File: src/rtl/dac_seq_ctrl_if.sv
// Update handshake and parallel DAC bus shared by the sequencer and its neighbours.
interface dac_seq_ctrl_if #(
   parameter int AW = 2,
   parameter int DW = 8
);
   logic          upd_vld;
   logic [AW-1:0] upd_ch;
   logic [DW-1:0] upd_code;
   logic          upd_rdy;
   logic          dac_wr;
   logic [AW-1:0] dac_a;
   logic [DW-1:0] dac_din;

   // Pattern/switch logic side: issues updates, observes the DAC bus.
   modport master (
      output upd_vld, upd_ch, upd_code,
      input  upd_rdy, dac_wr, dac_a, dac_din
   );

   // Sequencer side: accepts updates, drives the DAC bus.
   modport slave (
      input  upd_vld, upd_ch, upd_code,
      output upd_rdy, dac_wr, dac_a, dac_din
   );
endinterface

File: src/rtl/dac_seq_ctrl.sv
// Multi-channel DAC sequencer: keeps a shadow code per channel, powers rails up and down
// in order, and writes only changed channels to the DAC with programmable strobe timing.
module dac_seq_ctrl #(
   parameter int NCH      = 4,
   parameter int AW       = 2,
   parameter int DW       = 8,
   parameter int NRAIL    = 4,
   parameter int RAIL_DLY = 1000,
   parameter int WR_SETUP = 2,
   parameter int WR_PULSE = 4,
   parameter int WR_HOLD  = 2
)(
   input  logic             clk,
   input  logic             rst_n,
   input  logic             run,
   dac_seq_ctrl_if.slave    bus,
   output logic [NRAIL-1:0] rail_en,
   output logic             ready,
   output logic             busy
);
   localparam int TOT = WR_SETUP + WR_PULSE + WR_HOLD;
   localparam int PW  = $clog2(TOT + 1);
   localparam logic [PW-1:0] PH_LAST  = PW'(TOT - 1);
   localparam logic [PW-1:0] PH_LO    = PW'(WR_SETUP);
   localparam logic [PW-1:0] PH_HI    = PW'(WR_SETUP + WR_PULSE);
   localparam logic [15:0]   DLY_LAST = 16'(RAIL_DLY - 1);
   localparam logic [AW-1:0] CH_LAST  = AW'(NCH - 1);

   typedef enum logic [2:0] {S_OFF, S_RAIL_UP, S_INIT_WR, S_IDLE, S_WRITE, S_RAIL_DN} state_t;

   state_t           state_reg, state_next;
   logic [NRAIL-1:0] rail_reg, rail_next;
   logic [15:0]      cnt_reg, cnt_next;
   logic [NCH-1:0]   dirty_reg, dirty_next;
   logic [DW-1:0]    shadow_reg [NCH];
   logic [AW-1:0]    rr_reg, rr_next;
   logic [AW-1:0]    ch_reg, ch_next;
   logic [PW-1:0]    ph_reg, ph_next;
   logic             stop_reg, stop_next;
   logic             init_reg, init_next;
   logic             ready_reg, ready_next;
   logic             busy_reg, busy_next;
   logic             wr_reg, wr_next;
   logic [AW-1:0]    a_reg, a_next;
   logic [DW-1:0]    din_reg, din_next;
   logic             rdy_reg, rdy_next;

   logic             acc_ok;
   logic             load;
   logic             set_all;
   logic [AW-1:0]    ch_inc;
   logic [AW-1:0]    pick_ptr;
   logic [AW-1:0]    pick_ch;
   logic [AW-1:0]    pick_tmp;
   logic             pick_ok;
   int               pick_idx;

   // Out-of-range channels complete the handshake but touch nothing.
   assign acc_ok = bus.upd_vld & rdy_reg & (32'(bus.upd_ch) < NCH);
   assign ch_inc = (ch_reg == CH_LAST) ? '0 : ch_reg + AW'(1);

   // Round-robin pick: first dirty channel at or after the pointer, wrapping.
   // While a write finishes, the pointer it is about to leave behind is used so
   // back-to-back writes need no extra cycle.
   always_comb begin
      pick_ptr = (state_reg == S_WRITE) ? ch_inc : rr_reg;
      pick_ok  = 1'b0;
      pick_ch  = '0;
      pick_idx = 0;
      pick_tmp = '0;
      for (int i = NCH - 1; i >= 0; i--) begin
         pick_idx = (int'(pick_ptr) + i) % NCH;
         pick_tmp = AW'(pick_idx);
         if (dirty_reg[pick_tmp]) begin
            pick_ok = 1'b1;
            pick_ch = pick_tmp;
         end
      end
   end

   // Next-state, rail sequencing, write timing and dirty bookkeeping.
   always_comb begin
      state_next = state_reg;
      rail_next  = rail_reg;
      cnt_next   = cnt_reg;
      rr_next    = rr_reg;
      ch_next    = ch_reg;
      ph_next    = ph_reg;
      stop_next  = stop_reg;
      init_next  = init_reg;
      ready_next = ready_reg;
      a_next     = a_reg;
      din_next   = din_reg;
      load       = 1'b0;
      set_all    = 1'b0;
      if (!run) ready_next = 1'b0;
      case (state_reg)
         S_OFF: begin
            if (run) begin
               state_next = S_RAIL_UP;
               rail_next  = NRAIL'(1);
               cnt_next   = '0;
            end
         end
         S_RAIL_UP: begin
            if (!run) begin
               state_next = S_RAIL_DN;
               rail_next  = rail_reg >> 1;
               cnt_next   = '0;
            end else if (cnt_reg == DLY_LAST) begin
               cnt_next = '0;
               if (&rail_reg) begin
                  state_next = S_INIT_WR;
                  set_all    = 1'b1;
                  init_next  = 1'b1;
               end else begin
                  rail_next = (rail_reg << 1) | NRAIL'(1);
               end
            end else begin
               cnt_next = cnt_reg + 16'd1;
            end
         end
         S_INIT_WR, S_IDLE: begin
            if (!run) begin
               state_next = S_RAIL_DN;
               rail_next  = rail_reg >> 1;
               cnt_next   = '0;
            end else if (pick_ok) begin
               load = 1'b1;
            end else if (state_reg == S_INIT_WR) begin
               state_next = S_IDLE;
               ready_next = 1'b1;
               init_next  = 1'b0;
            end
         end
         S_WRITE: begin
            // A falling run is remembered so the strobe in flight is never cut short.
            if (!run) stop_next = 1'b1;
            if (ph_reg == PH_LAST) begin
               rr_next = ch_inc;
               if (stop_reg || !run) begin
                  state_next = S_RAIL_DN;
                  rail_next  = rail_reg >> 1;
                  cnt_next   = '0;
                  stop_next  = 1'b0;
               end else if (pick_ok) begin
                  load = 1'b1;
               end else begin
                  state_next = init_reg ? S_INIT_WR : S_IDLE;
               end
            end else begin
               ph_next = ph_reg + PW'(1);
            end
         end
         S_RAIL_DN: begin
            if (cnt_reg == DLY_LAST) begin
               cnt_next = '0;
               if (rail_reg == '0) state_next = S_OFF;
               else                rail_next  = rail_reg >> 1;
            end else begin
               cnt_next = cnt_reg + 16'd1;
            end
         end
         default: state_next = S_OFF;
      endcase
      if (load) begin
         state_next = S_WRITE;
         ch_next    = pick_ch;
         ph_next    = '0;
         a_next     = pick_ch;
         din_next   = shadow_reg[pick_ch];
      end
      // Order matters: a same-cycle accept re-dirties the channel being cleared.
      dirty_next = dirty_reg;
      if (set_all) dirty_next = '1;
      if (load)    dirty_next[pick_ch] = 1'b0;
      if (acc_ok)  dirty_next[bus.upd_ch] = 1'b1;
      busy_next = (state_next == S_WRITE);
      wr_next   = ~((state_next == S_WRITE) && (ph_next >= PH_LO) && (ph_next < PH_HI));
      rdy_next  = (state_next != S_RAIL_DN);
   end

   // State and registered outputs.
   always_ff @(posedge clk or negedge rst_n) begin
      if (!rst_n) begin
         state_reg <= S_OFF;
         rail_reg  <= '0;
         cnt_reg   <= '0;
         dirty_reg <= '0;
         rr_reg    <= '0;
         ch_reg    <= '0;
         ph_reg    <= '0;
         stop_reg  <= 1'b0;
         init_reg  <= 1'b0;
         ready_reg <= 1'b0;
         busy_reg  <= 1'b0;
         wr_reg    <= 1'b1;
         a_reg     <= '0;
         din_reg   <= '0;
         rdy_reg   <= 1'b0;
         for (int i = 0; i < NCH; i++) shadow_reg[i] <= '0;
      end else begin
         state_reg <= state_next;
         rail_reg  <= rail_next;
         cnt_reg   <= cnt_next;
         dirty_reg <= dirty_next;
         rr_reg    <= rr_next;
         ch_reg    <= ch_next;
         ph_reg    <= ph_next;
         stop_reg  <= stop_next;
         init_reg  <= init_next;
         ready_reg <= ready_next;
         busy_reg  <= busy_next;
         wr_reg    <= wr_next;
         a_reg     <= a_next;
         din_reg   <= din_next;
         rdy_reg   <= rdy_next;
         if (acc_ok) shadow_reg[bus.upd_ch] <= bus.upd_code;
      end
   end

   assign rail_en     = rail_reg;
   assign ready       = ready_reg;
   assign busy        = busy_reg;
   assign bus.upd_rdy = rdy_reg;
   assign bus.dac_wr  = wr_reg;
   assign bus.dac_a   = a_reg;
   assign bus.dac_din = din_reg;
endmodule
File: src/flat_wrapper.sv
// flat-port wrapper written by rule: the top's interface ports become plain ports
module dac_seq_ctrl_flat 
#(
   parameter int NCH      = 4,
   parameter int AW       = 2,
   parameter int DW       = 8,
   parameter int NRAIL    = 4,
   parameter int RAIL_DLY = 1000,
   parameter int WR_SETUP = 2,
   parameter int WR_PULSE = 4,
   parameter int WR_HOLD  = 2
)
  (clk, rst_n, run, rail_en, ready, busy, bus_upd_vld, bus_upd_ch, bus_upd_code, bus_upd_rdy, bus_dac_wr, bus_dac_a, bus_dac_din);
  dac_seq_ctrl_if #(.AW(AW), .DW(DW)) bus_i ();
  input  logic clk;
  input  logic rst_n;
  input  logic run;
  output logic [NRAIL-1:0] rail_en;
  output logic ready;
  output logic busy;
  input wire logic [$bits(bus_i.upd_vld)-1:0] bus_upd_vld;
  input wire logic [$bits(bus_i.upd_ch)-1:0] bus_upd_ch;
  input wire logic [$bits(bus_i.upd_code)-1:0] bus_upd_code;
  output wire logic [$bits(bus_i.upd_rdy)-1:0] bus_upd_rdy;
  output wire logic [$bits(bus_i.dac_wr)-1:0] bus_dac_wr;
  output wire logic [$bits(bus_i.dac_a)-1:0] bus_dac_a;
  output wire logic [$bits(bus_i.dac_din)-1:0] bus_dac_din;
  assign bus_i.upd_vld = bus_upd_vld;
  assign bus_i.upd_ch = bus_upd_ch;
  assign bus_i.upd_code = bus_upd_code;
  assign bus_upd_rdy = bus_i.upd_rdy;
  assign bus_dac_wr = bus_i.dac_wr;
  assign bus_dac_a = bus_i.dac_a;
  assign bus_dac_din = bus_i.dac_din;
  dac_seq_ctrl #(.NCH(NCH), .AW(AW), .DW(DW), .NRAIL(NRAIL), .RAIL_DLY(RAIL_DLY), .WR_SETUP(WR_SETUP), .WR_PULSE(WR_PULSE), .WR_HOLD(WR_HOLD)) u_core (.clk(clk), .rst_n(rst_n), .run(run), .bus(bus_i), .rail_en(rail_en), .ready(ready), .busy(busy));
endmodule
File: config.mk
export PLATFORM = sky130hd
export DESIGN_NAME = dac_seq_ctrl_flat
export DESIGN_NICKNAME = d
export VERILOG_FILES = /design/src/rtl/dac_seq_ctrl_if.sv /design/src/rtl/dac_seq_ctrl.sv /design/src/flat_wrapper.sv
export SDC_FILE = /design/constraint.sdc
export NUM_CORES = 1
export LEC_CHECK = 0
export CAP_MARGIN = 20
export CORE_ASPECT_RATIO = 0.9
export CORE_MARGIN = 2
export CORE_UTILIZATION = 36
export CTS_CLUSTER_SIZE = 12
export DETAILED_ROUTE_END_ITERATION = 12
export GPL_TIMING_DRIVEN = 0
export PLACE_DENSITY = 0.58
export SYNTH_ARGS = -nofsm -noshare
export SYNTH_HDL_FRONTEND = slang
export SYNTH_SLANG_ARGS = --single-unit
File: constraint.sdc
create_clock -name clk -period 2.1 [get_ports clk]
set_input_delay 0.525 -clock clk [delete_from_list [all_inputs] [get_ports clk]]
set_output_delay 0.525 -clock clk [all_outputs]
set_load 0.02 [all_outputs]
Word level (Yosys, flattened, before mapping):

Index checks and enable logic that the tools add are counted.

* register bits: 81
* input port bits: 14
* output and inout port bits: 18
* logic and storage cells: 175

* add/subtract/negate cells: 6
* magnitude comparators: 13
* eq/ne operators: 24
* muxes and demuxes: 90
* bitwise operators: 7
* reductions and logical operators: 17

Operators by type and width (count)
* $mux 16: 6
* $pmux 16 s5: 1
* $mux 4: 15
* $mux 3: 13
* $mux 1: 33
* $bwmux 32: 1
* $mux 8: 3
* $pmux 4 s5: 1
* $lt 2x3->1 const B: 6
* $add 16x1->16 const B: 1
* $bmux 8 s2: 1
* $demux 8 s2: 1
* $eq 16x10->1 const B: 1
* $ne 2x2->1 const B: 8
* $pmux 3 s5: 1
* $mux 2: 6
* $eq 3x3->1 const B: 3
* $reduce_and 9->1: 1
* $bmux 1 s2: 4
* $ne 2x1->1 const B: 4
* $reduce_and 7->1: 1
* $eq 3x2->1 const B: 2
* $ge 3x3->1 const B: 2
* $ne 3x3->1 const B: 2
* other kinds (30): 40

Longest topological paths before layout:

* word-level depth: 19
* depth in mapped cells: 9
* gate-level depth less buffers: 7

Least setup slack after synthesis:

Ideal clock, no wire load.

* kind: register -> register
* from: reg, netlist name u_core.bus.dac_a[0]
* to: reg u_core.dirty_reg[3]
* library setup time: 0.137 ns
* data arrival time: 2.266 ns
* required time: 1.963 ns
* slack: -0.303 ns
* stages on the path, launching flop included: 9
* path buffers: 1
* clock period less this slack: 2.403 ns
* cell sequence: dfrtp_1 ha_1 nand4bb_1 a32o_1 a211o_4 or2_4 buf_6 o32ai_1 nand2_1

RTL lines
* end signal: assignment: line dac_seq_ctrl.sv:206 `dirty_reg <= dirty_next;`
* end: declaration: line dac_seq_ctrl.sv:34 `logic [NCH-1:0] dirty_reg, dirty_next;`

==> flow_metrics.tcl <==
set metrics [dict create \
    row_count 37 \
    critPathLaunchType "flop" \
    cts_made_buffers 9 \
    ios 32 \
    nets 500 \
    die-area_sq_mm 0.01255 \
    reg2reg_depth 8 \
    slowest_delay_ps 430 \
    r2r_slack_ps -170 \
    seq_area_frac_synth 0.4829 \
    synth_area_sq_mm 0.004200 \
    synthFlopType "dfrtp_1" \
    p_per_area_mw_per_mm2 1188 \
    syn_inst 414 \
    grt_max_degree 62 \
    setup_viol 13 \
    gp_congestion 0.8513 \
    worst_slew_pin_slew_ps 832.0 \
    cts_root_buffer "clkbuf_16" \
    cp_max_fo 10 \
    cpMaxStageDelayCell "dfrtp_2" \
    crit_buf_inv 1 \
    hold_viol 0 \
    dr.first_iter.drc_count 157 \
    grt_pass1_wl_um 17110 \
    path_cells "ha_4, nand4bb_1, a32o_1, a211o_4, or2_4, buf_12, mux2i_1, o22ai_2" \
    cp-end-kind "flop" \
    finalCritPeriodShare 1.079 \
    r2r_start "u_core.bus.dac_a[0]" \
    synth-seq-cells 81 \
    worst_ep_required_time_ps 2320 \
    setup_tns_ps -1607 \
    drt_wl_total_um 10500 \
    async_flop_share 1.000 \
    vias 3532 \
    p_leak_uw 0.002347 \
    syn_avg_cell_area_sq_um 10.15 \
    io_buffers 30 \
    max_freq_mhz 441.3 \
    startpoint "u_core.bus.dac_a[0]" \
    rsz0062_at_grt "true" \
    worst-setup-path-type "reg2reg" \
    path_clk_slew_ps 70 \
    vias_per_cell 5.484 \
    largest_register_ffs 32 \
    met1_usage 0.2236 \
    slew_violations 0 \
    syn-num-nets 431 \
    drc 0 \
    die_x_um 117.9 \
    violations "setup timing" \
    final_core_util 0.4812 \
    htreeDepth 3 \
    final_area_sq_mm 0.005480 \
    overflow 0 \
    core_area_sq_mm 0.01139 \
    cts.hold.buffers_added 0 \
    cts_tree "done" \
    max_slew_margin 0.4395 \
    grtUsageTotal 0.1710 \
    dp_hpwl_um 6754 \
    min_path_type "in2async" \
    synth-edff-count 0 \
    fin_ws_ps -165.9 \
    n_antenna_cell 0 \
    worstPathArrival_ps 2480 \
    wire_per_inst_um 16.30 \
    syn2layout_area_growth_pct 30.47 \
    antenna_found_initial 0 \
    die_h_um 106.5 \
    peakVddDrop_v 0.0007624 \
    synth_warnings 0 \
    ys_types 54 \
    clock_latency_ps 340 \
    grt_util_met2 0.2811 \
    regToRegEndpoint "u_core.bus.dac_din[2]" \
    busiest_layer "met2" \
    cts.sinks 81 \
    finalCriticalPeriod_ps 2266 \
    postPlaceCellArea_sq_mm 0.004758 \
    status "complete, but fails checks" \
    drt_pass1_iterations 4 \
    gr-usage-met3 0.04185 \
    fin_skew_ps 7.888 \
    cts_max_path_buffers 2 \
    path_depth 8 \
    initial_core_util 0.3688 \
    critPathTopFamily "compound AO/OA/AOI/OAI gates" \
    ant_nets 0 \
    grt_pass1_vias 3399 \
    max_cap_viol_count 0 \
    critPathCapture "u_core.bus.dac_din[2]" \
    final_layout_size_suffix_gt1_frac 0.2582 \
]
-- worst min-delay path by stage --
stage                          end  depth (start not counted)
2_1_floorplan  u_core.bus.dac_a[0]                          0
3_3_place_gp     u_core.cnt_reg[9]                          1
3_5_place_dp     u_core.rail_en[0]                          1
4_1_cts          u_core.rail_en[0]                          1
5_1_grt          u_core.rail_en[0]                          1
6_report         u_core.rail_en[0]                          1
-- synth_stat cells (all sizes together) (4+ instances only) --
cell | n | area (sq um)
nand3b | 4 | 30.03
a31oi | 5 | 31.28
and3 | 6 | 37.54
buf | 5 | 43.79
nor3 | 10 | 50.05
and2 | 4 | 25.02
inv | 13 | 48.80
mux2 | 35 | 394.1
mux2i | 12 | 120.1
nor2 | 27 | 101.4
o21ai | 46 | 230.2
a21oi | 8 | 40.04
nand4 | 8 | 50.05
nor2b | 8 | 50.05
nand2 | 34 | 127.6
nor4 | 6 | 37.54
nand2b | 5 | 31.28
o22ai | 10 | 62.56
nand3 | 9 | 45.04
o31ai | 7 | 52.55
clkbuf | 14 | 52.55
o211a | 10 | 100.1
dfrtp | 80 | 2002
-- power breakdown --
part           internal, uW  total [uW]  switching [uW]
Sequential             2080        2530             446
Combinational          1150        2210            1060
Clock                  1070        1770             703
-- layer usage --
layer,vias to the layer above,wire length [um]
met5,-,0
met4,0,148
met3,14,368
met2,68,5202
met1,1783,4779
li1,1667,-
-- kinds of logic (layout without fill, tap and decap cells) --
kind of cell,Yosys count,in the layout,synth area share
simple gates,134,134,0.1650
fa+ha+maj,3,3,0.008938
compound gates,112,112,0.1758
xor+xnor,5,5,0.01043
flops,81,81,0.4829
buf+inv,32,106,0.03455
mux,47,47,0.1224
-- timing repair --
action,CTS,global route
pin swaps,5,11
setup buffers,14,14
setup endpoints to repair,39,33
gates cloned,1,0
gates resized for setup,33,25
-- through the flow --
stage / cells / total power [uW] / hold WS [ps] / worst slack, ps
after global placement: 600 / 4381 / 469.0 / -2757
after global routing: 644 / 6905 / 85.15 / -236.7
after detailed placement: 602 / 4476 / 442.3 / -586.3
after floorplan: 414 / 3839 / 229.4 / -130.3
after CTS: 632 / 6411 / 74.86 / -192.0
final: 644 / 6509 / 66.30 / -165.9
-- final cells by class --
class,instances,area (sq um)
flip-flops and latches,81,2033
clock inverters,7,106.4
inverters,13,48.80
plain buffers,16,130.1
multi-input cells,301,2186
well taps,156,195.2
clock buffers,9,225.2
repair buffers,61,555.5
fillers,1079,5908
-- layout by cell type (no fill, tap or decap), drive strengths merged, types with 6 or more instances in the layout --
cell,Yosys,routed
a21oi,8,8
and3,6,6
buf,5,38
clkbuf,14,19
clkdlybuf4s50,0,29
dfrtp,80,80
inv,13,18
mux2,35,35
mux2i,12,12
nand2,34,34
nand3,9,9
nand4,8,8
nor2,27,27
nor2b,8,8
nor3,10,10
nor4,6,6
o211a,10,10
o21ai,46,46
o22ai,10,10
o31ai,7,7
Power figures use the tool's default switching activity.
==> RTL edit 1 (same settings) <==
`AW` is set to 2 in 3 places; all go to 1.
--- a/src/rtl/dac_seq_ctrl_if.sv
+++ b/src/rtl/dac_seq_ctrl_if.sv
@@ -1,6 +1,6 @@
 // Update handshake and parallel DAC bus shared by the sequencer and its neighbours.
 interface dac_seq_ctrl_if #(
-   parameter int AW = 2,
+   parameter int AW = 1,
    parameter int DW = 8
 );
    logic          upd_vld;
--- a/src/rtl/dac_seq_ctrl.sv
+++ b/src/rtl/dac_seq_ctrl.sv
@@ -2,7 +2,7 @@
 // in order, and writes only changed channels to the DAC with programmable strobe timing.
 module dac_seq_ctrl #(
    parameter int NCH      = 4,
-   parameter int AW       = 2,
+   parameter int AW       = 1,
    parameter int DW       = 8,
    parameter int NRAIL    = 4,
    parameter int RAIL_DLY = 1000,
--- a/src/flat_wrapper.sv
+++ b/src/flat_wrapper.sv
@@ -2,7 +2,7 @@
 module dac_seq_ctrl_flat 
 #(
    parameter int NCH      = 4,
-   parameter int AW       = 2,
+   parameter int AW       = 1,
    parameter int DW       = 8,
    parameter int NRAIL    = 4,
    parameter int RAIL_DLY = 1000,
Interface: changed (resized bus_dac_a and bus_upd_ch); port bits go from 32 to 30. The function was not compared with the original's and may differ.
==> RTL edit 1 against the unedited design <==
- the run still ends with setup timing left
- setup slack improved by 0.15 ns
- total power is 21% lower
- area after synthesis down 26%
- routed wire length decreased by 29%
- final area down 25%
- sequential cell count fell by 20
- critical path depth fell by 1
- non-clock buffer count shrank 12
==> RTL edit 1: results (changes against the unedited design) <==
[sta]
tns_ns=-0.0121  ; +1.59 ns
setup_slack_ns=-0.0121  ; +0.154 ns
worstMarginPinSlew_ns=0.770  ; -0.0622 ns
setup_violations=1  ; -12
clock-skew-final_ns=0.00674  ; -0.00115 ns

[power_and_ir_drop]
pwr-share-clk=0.186  ; -0.086
ir_drop_v=0.000549  ; -28%

[worst_setup_path]
crit_path_top_delay_cell=or4_4
rr_endpoint=u_core.cnt_reg[14]

[detailed_routing]
first_iter_violations=100  ; -36%
drt-total-wl_mm=7.46  ; -29%
dr_wl_met3_um=212  ; -42%

[grt]
grt_use_met1=0.238  ; +0.0140
grt_pass1_vias=2584  ; -24%
use_met2=0.261  ; -0.0202

[logic_synthesis]
synth_mux_area_frac=0.0750  ; -0.0474
netlist_top_cells_area=dfrtp_1 (48%), mux2_2 (6.9%), o21ai_0 (3.5%)
ys_seq_area_frac=0.490  ; +0.00710
synthCells=300  ; -28%
ys_top_cells_by_count=dfrtp_1 (60), nor2_1 (23), o21ai_0 (22), mux2_2 (19), nand2_1 (15)

[placed_design]
post_dp_cell_area_mm2=0.00356  ; -25%
place_hpwl_mm=4.61  ; -32%

[outcome]
violations=setup timing
status=finished, violations left

[layout]
drive_gt1_frac=0.293  ; +0.0353

==> RTL edit 1: changes by cell type after synthesis, moves of 5 or more <==
cell | unedited run | this run
nand2_1 | 34 | 15
and2_0 | 0 | 9
nor2b_1 | 8 | 2
a221o_1 | 0 | 9
o211a_1 | 10 | 4
inv_1 | 13 | 8
mux2i_1 | 12 | 2
o22ai_1 | 10 | 2
mux2_2 | 35 | 19
dfrtp_1 | 80 | 60
o21ai_0 | 45 | 22
clkbuf_1 | 14 | 7
==> RTL edit 1: area by class of cell <==
| class | instances | area, um^2 | area share |
|---|---|---|---|
| Clock inverter | 6 | 47.5 | 0.0115 |
| Sequential cell | 61 | 1530 | 0.371 |
| Tap cell | 119 | 149 | 0.0361 |
| Timing Repair Buffer | 54 | 478 | 0.116 |
| Buffer | 11 | 100 | 0.0243 |
| Inverter | 8 | 32.5 | 0.00789 |
| Clock buffer | 10 | 138 | 0.0334 |
| Multi-Input combinational cell | 218 | 1650 | 0.400 |
==> RTL edit 1: worst max-delay path, delay by kind of cell (launching register included) <==
kind                       cells  cell delay, ns
buffers and inverters          2            0.19
adders and majority gates      1            0.16
AOI/OAI and AO/OA              2            0.55
DFF                            1            0.37
and+or+nand+nor                2            0.77
==> RTL edit 1: stage by stage <==
step / setup slack [ns] / power, mW
final: -0.0121 / 5.14
after global routing: -0.0942 / 5.51
after detailed placement: -0.704 / 3.70
after CTS: -0.0144 / 5.00
after floorplan: -0.0430 / 3.10
after global placement: -1.55 / 3.67
==> RTL edit 1: timing repair <==
action / CTS / global route
setup endpoints to repair: 37 / 30
setup buffers: 15 / 9
hold endpoints to repair: 0 / 0
gates resized for setup: 39 / 22
pin swaps: 14 / 7
cloned: 1 / 0
==> RTL edit 2 (config.mk and constraints unchanged) <==
Without the edit above. One comparison of `cnt_reg` changes from == to >=.
--- a/src/rtl/dac_seq_ctrl.sv
+++ b/src/rtl/dac_seq_ctrl.sv
@@ -153,7 +153,7 @@
             end
          end
          S_RAIL_DN: begin
-            if (cnt_reg == DLY_LAST) begin
+            if (cnt_reg >= DLY_LAST) begin
                cnt_next = '0;
                if (rail_reg == '0) state_next = S_OFF;
                else                rail_next  = rail_reg >> 1;
Function: no difference found for any inputs over 4 cycles, from zero or initial values and one cycle with rst_n low; that may be too few to reach the edited logic, so the function may still have changed.
==> RTL edit 2 against the unedited design <==
- the flow still finishes with violations (setup timing)
- routed wire length increased by 23%
- area after synthesis increased by 7.9%
- utilization increased by 2.9 points
- fmax decreased by 0.90%
- sequential cell count unchanged
- final cell count increased by 8.2%
- synthesized cell count increased by 8.2%
- die area increased by 7.6%
- setup slack got worse by 0.020 ns
- final area increased by 13%
- largest cell class unchanged
Power is not compared: it rests on default switching activity, and its combinational part moved more than twofold at a synthesized area within 25%.
==> RTL edit 2: results (changes against the unedited design) <==
[outcome]
status=finished, violations left
violations=setup timing

[placed_design]
portBuffers=31  ; +3.3%
place_hpwl_mm=7.93  ; +17%
gp_congestion=0.865  ; +1.6%
dp_cells=640  ; +6.3%
post_dp_cell_area_mm2=0.00514  ; +8.0%

[logic_synthesis]
avgSynthCellArea_um2=10.1  ; -0.29%
synth.distinct_cells=61  ; +13%
synthAdderAreaFrac=0.00828  ; -0.000654
netlist_top_cells_area=dfrtp_1 (44%), mux2_2 (7.5%), o31ai_1 (3.1%)
ys_seq_area_frac=0.448  ; -0.0353
ys_top_cells_by_count=dfrtp_1 (80), mux2_2 (30), nand2_1 (30), o21ai_0 (25), a21oi_1 (23)
synth_mux_area_frac=0.101  ; -0.0214
synth_xor_xnor_area_share=0.00580  ; -0.00463
synth_nets=465  ; +7.9%
synth-compound-area-share=0.214  ; +0.0382

[layout]
final_net_count=549  ; +9.8%
drive_gt1_frac=0.339  ; +0.0807
num-fill-cells=1129  ; +4.6%

[detailed_routing]
first_pass_iters=5  ; +1
first_iter_violations=244  ; +55%
wl_per_cell_um=18.5  ; +13%
num_vias=4031  ; +14%
drt-total-wl_mm=12.9  ; +23%

[sta]
clock-skew-final_ns=0.00460  ; -0.00328 ns
tns_ns=-2.11  ; -0.502 ns
setup_violations=17  ; +4
setup_slack_ns=-0.186  ; -0.0205 ns
maxSlewHeadroom=0.547  ; +0.108

[grt]
grt.total_usage=0.192  ; +0.0215
grt_pass1_wl_mm=20.4  ; +19%
grt_pass1_vias=3913  ; +15%

[hold_path]
hp-class=input pin to asynchronous set/reset pin

[worst_setup_path]
crit_path_top_delay_cell=o211ai_1
crit_path_max_incr_delay_ns=0.45  ; +0.02 ns

[clock_network]
clock_latency_ns=0.35

[power_and_ir_drop]
ir_drop_v=0.000344

-- RTL edit 2: cell count changes after synthesis, moves of 6 or more --
cell      before  now
a211oi_2       0    8
a21o_1         2   10
a21oi_1        8   23
a41oi_1        0    8
buf_2          2    8
nor2_1        27   17
o211a_1       10    1
o21ai_0       45   25
o31ai_1        7   19
or3_1          2    8
-- RTL edit 2: area by class of cell --
class,instances,share of cell area
timing repair buffer,78,0.117
tap,160,0.0322
buffer,27,0.0369
sequential,81,0.327
clock buffer,13,0.0403
inverter,17,0.0115
multi-input combinational,318,0.429
clock inverter,3,0.00644
-- RTL edit 2: cells by family after synthesis --
kind of cell | after synthesis
AOI/OAI and AO/OA | 133
xor gates and xnor gates | 3
adders and majority gates | 3
buffers and inverters | 51
DFF | 81
muxes | 42
and+or+nand+nor | 135
-- RTL edit 2: worst paths after layout --
path                                       start                     to  depth (start not counted)
setup / recovery             u_core.state_reg[1]    u_core.dirty_reg[0]                          8
hold / removal                             rst_n     u_core.cnt_reg[14]                          1
setup reg to reg             u_core.state_reg[1]    u_core.dirty_reg[0]                          8
hold reg to reg            u_core.shadow_reg[13]  u_core.shadow_reg[13]                          1
max in group asynchronous                  rst_n    u_core.bus.dac_a[1]                          2
min in group clk           u_core.shadow_reg[13]  u_core.shadow_reg[13]                          1
-- RTL edit 2: metrics by stage --
stage | util | setup WS [ns] | hold WS [ns]
after detailed placement | 0.422 | -1.20 | 0.446
after global placement | 0.420 | -2.77 | 0.488
after global routing | 0.510 | -0.241 | 0.0879
after CTS | 0.482 | -0.194 | 0.0740
final | 0.510 | -0.186 | 0.0701
after floorplan | - | -0.204 | 0.229
-- RTL edit 2: routing by layer --
metal / track usage / vias up / routed length (um)
met5: 0 / - / 0
met4: 0.0743 / 0 / 236
met3: 0.0336 / 19 / 671
met2: 0.292 / 107 / 6040
met1: 0.272 / 2046 / 5910
li1: - / 1859 / -
-- RTL edit 2: timing repair --
action | CTS | global route
endpoints found under the setup margin | 48 | 39
gates resized for setup | 53 | 63
pin swaps | 31 | 32
cloned | 3 | 3
setup buffers | 32 | 10
-- RTL edit 2: worst register-to-register path, cell delays in order (launching register included) --
cell and delay, ns:
dfrtp_1 0.38, buf_6 0.12, or3b_4 0.40, buf_6 0.17, mux2i_2 0.16, o211ai_1 0.45
buf_4 0.21, o211ai_1 0.10, a21o_1 0.20
-- RTL edit 2: where the power goes --
| part | internal [mW] | switching, mW | total, mW | leakage, nW |
|---|---|---|---|---|
| registers | 1.56 | 0.000732 | 1.56 | 1.03 |
| clock network | 0.950 | 0.598 | 1.55 | 0.144 |
| logic | 0.0331 | 0.0546 | 0.0877 | 1.45 |
| total | 2.54 | 0.653 | 3.20 | 2.62 |
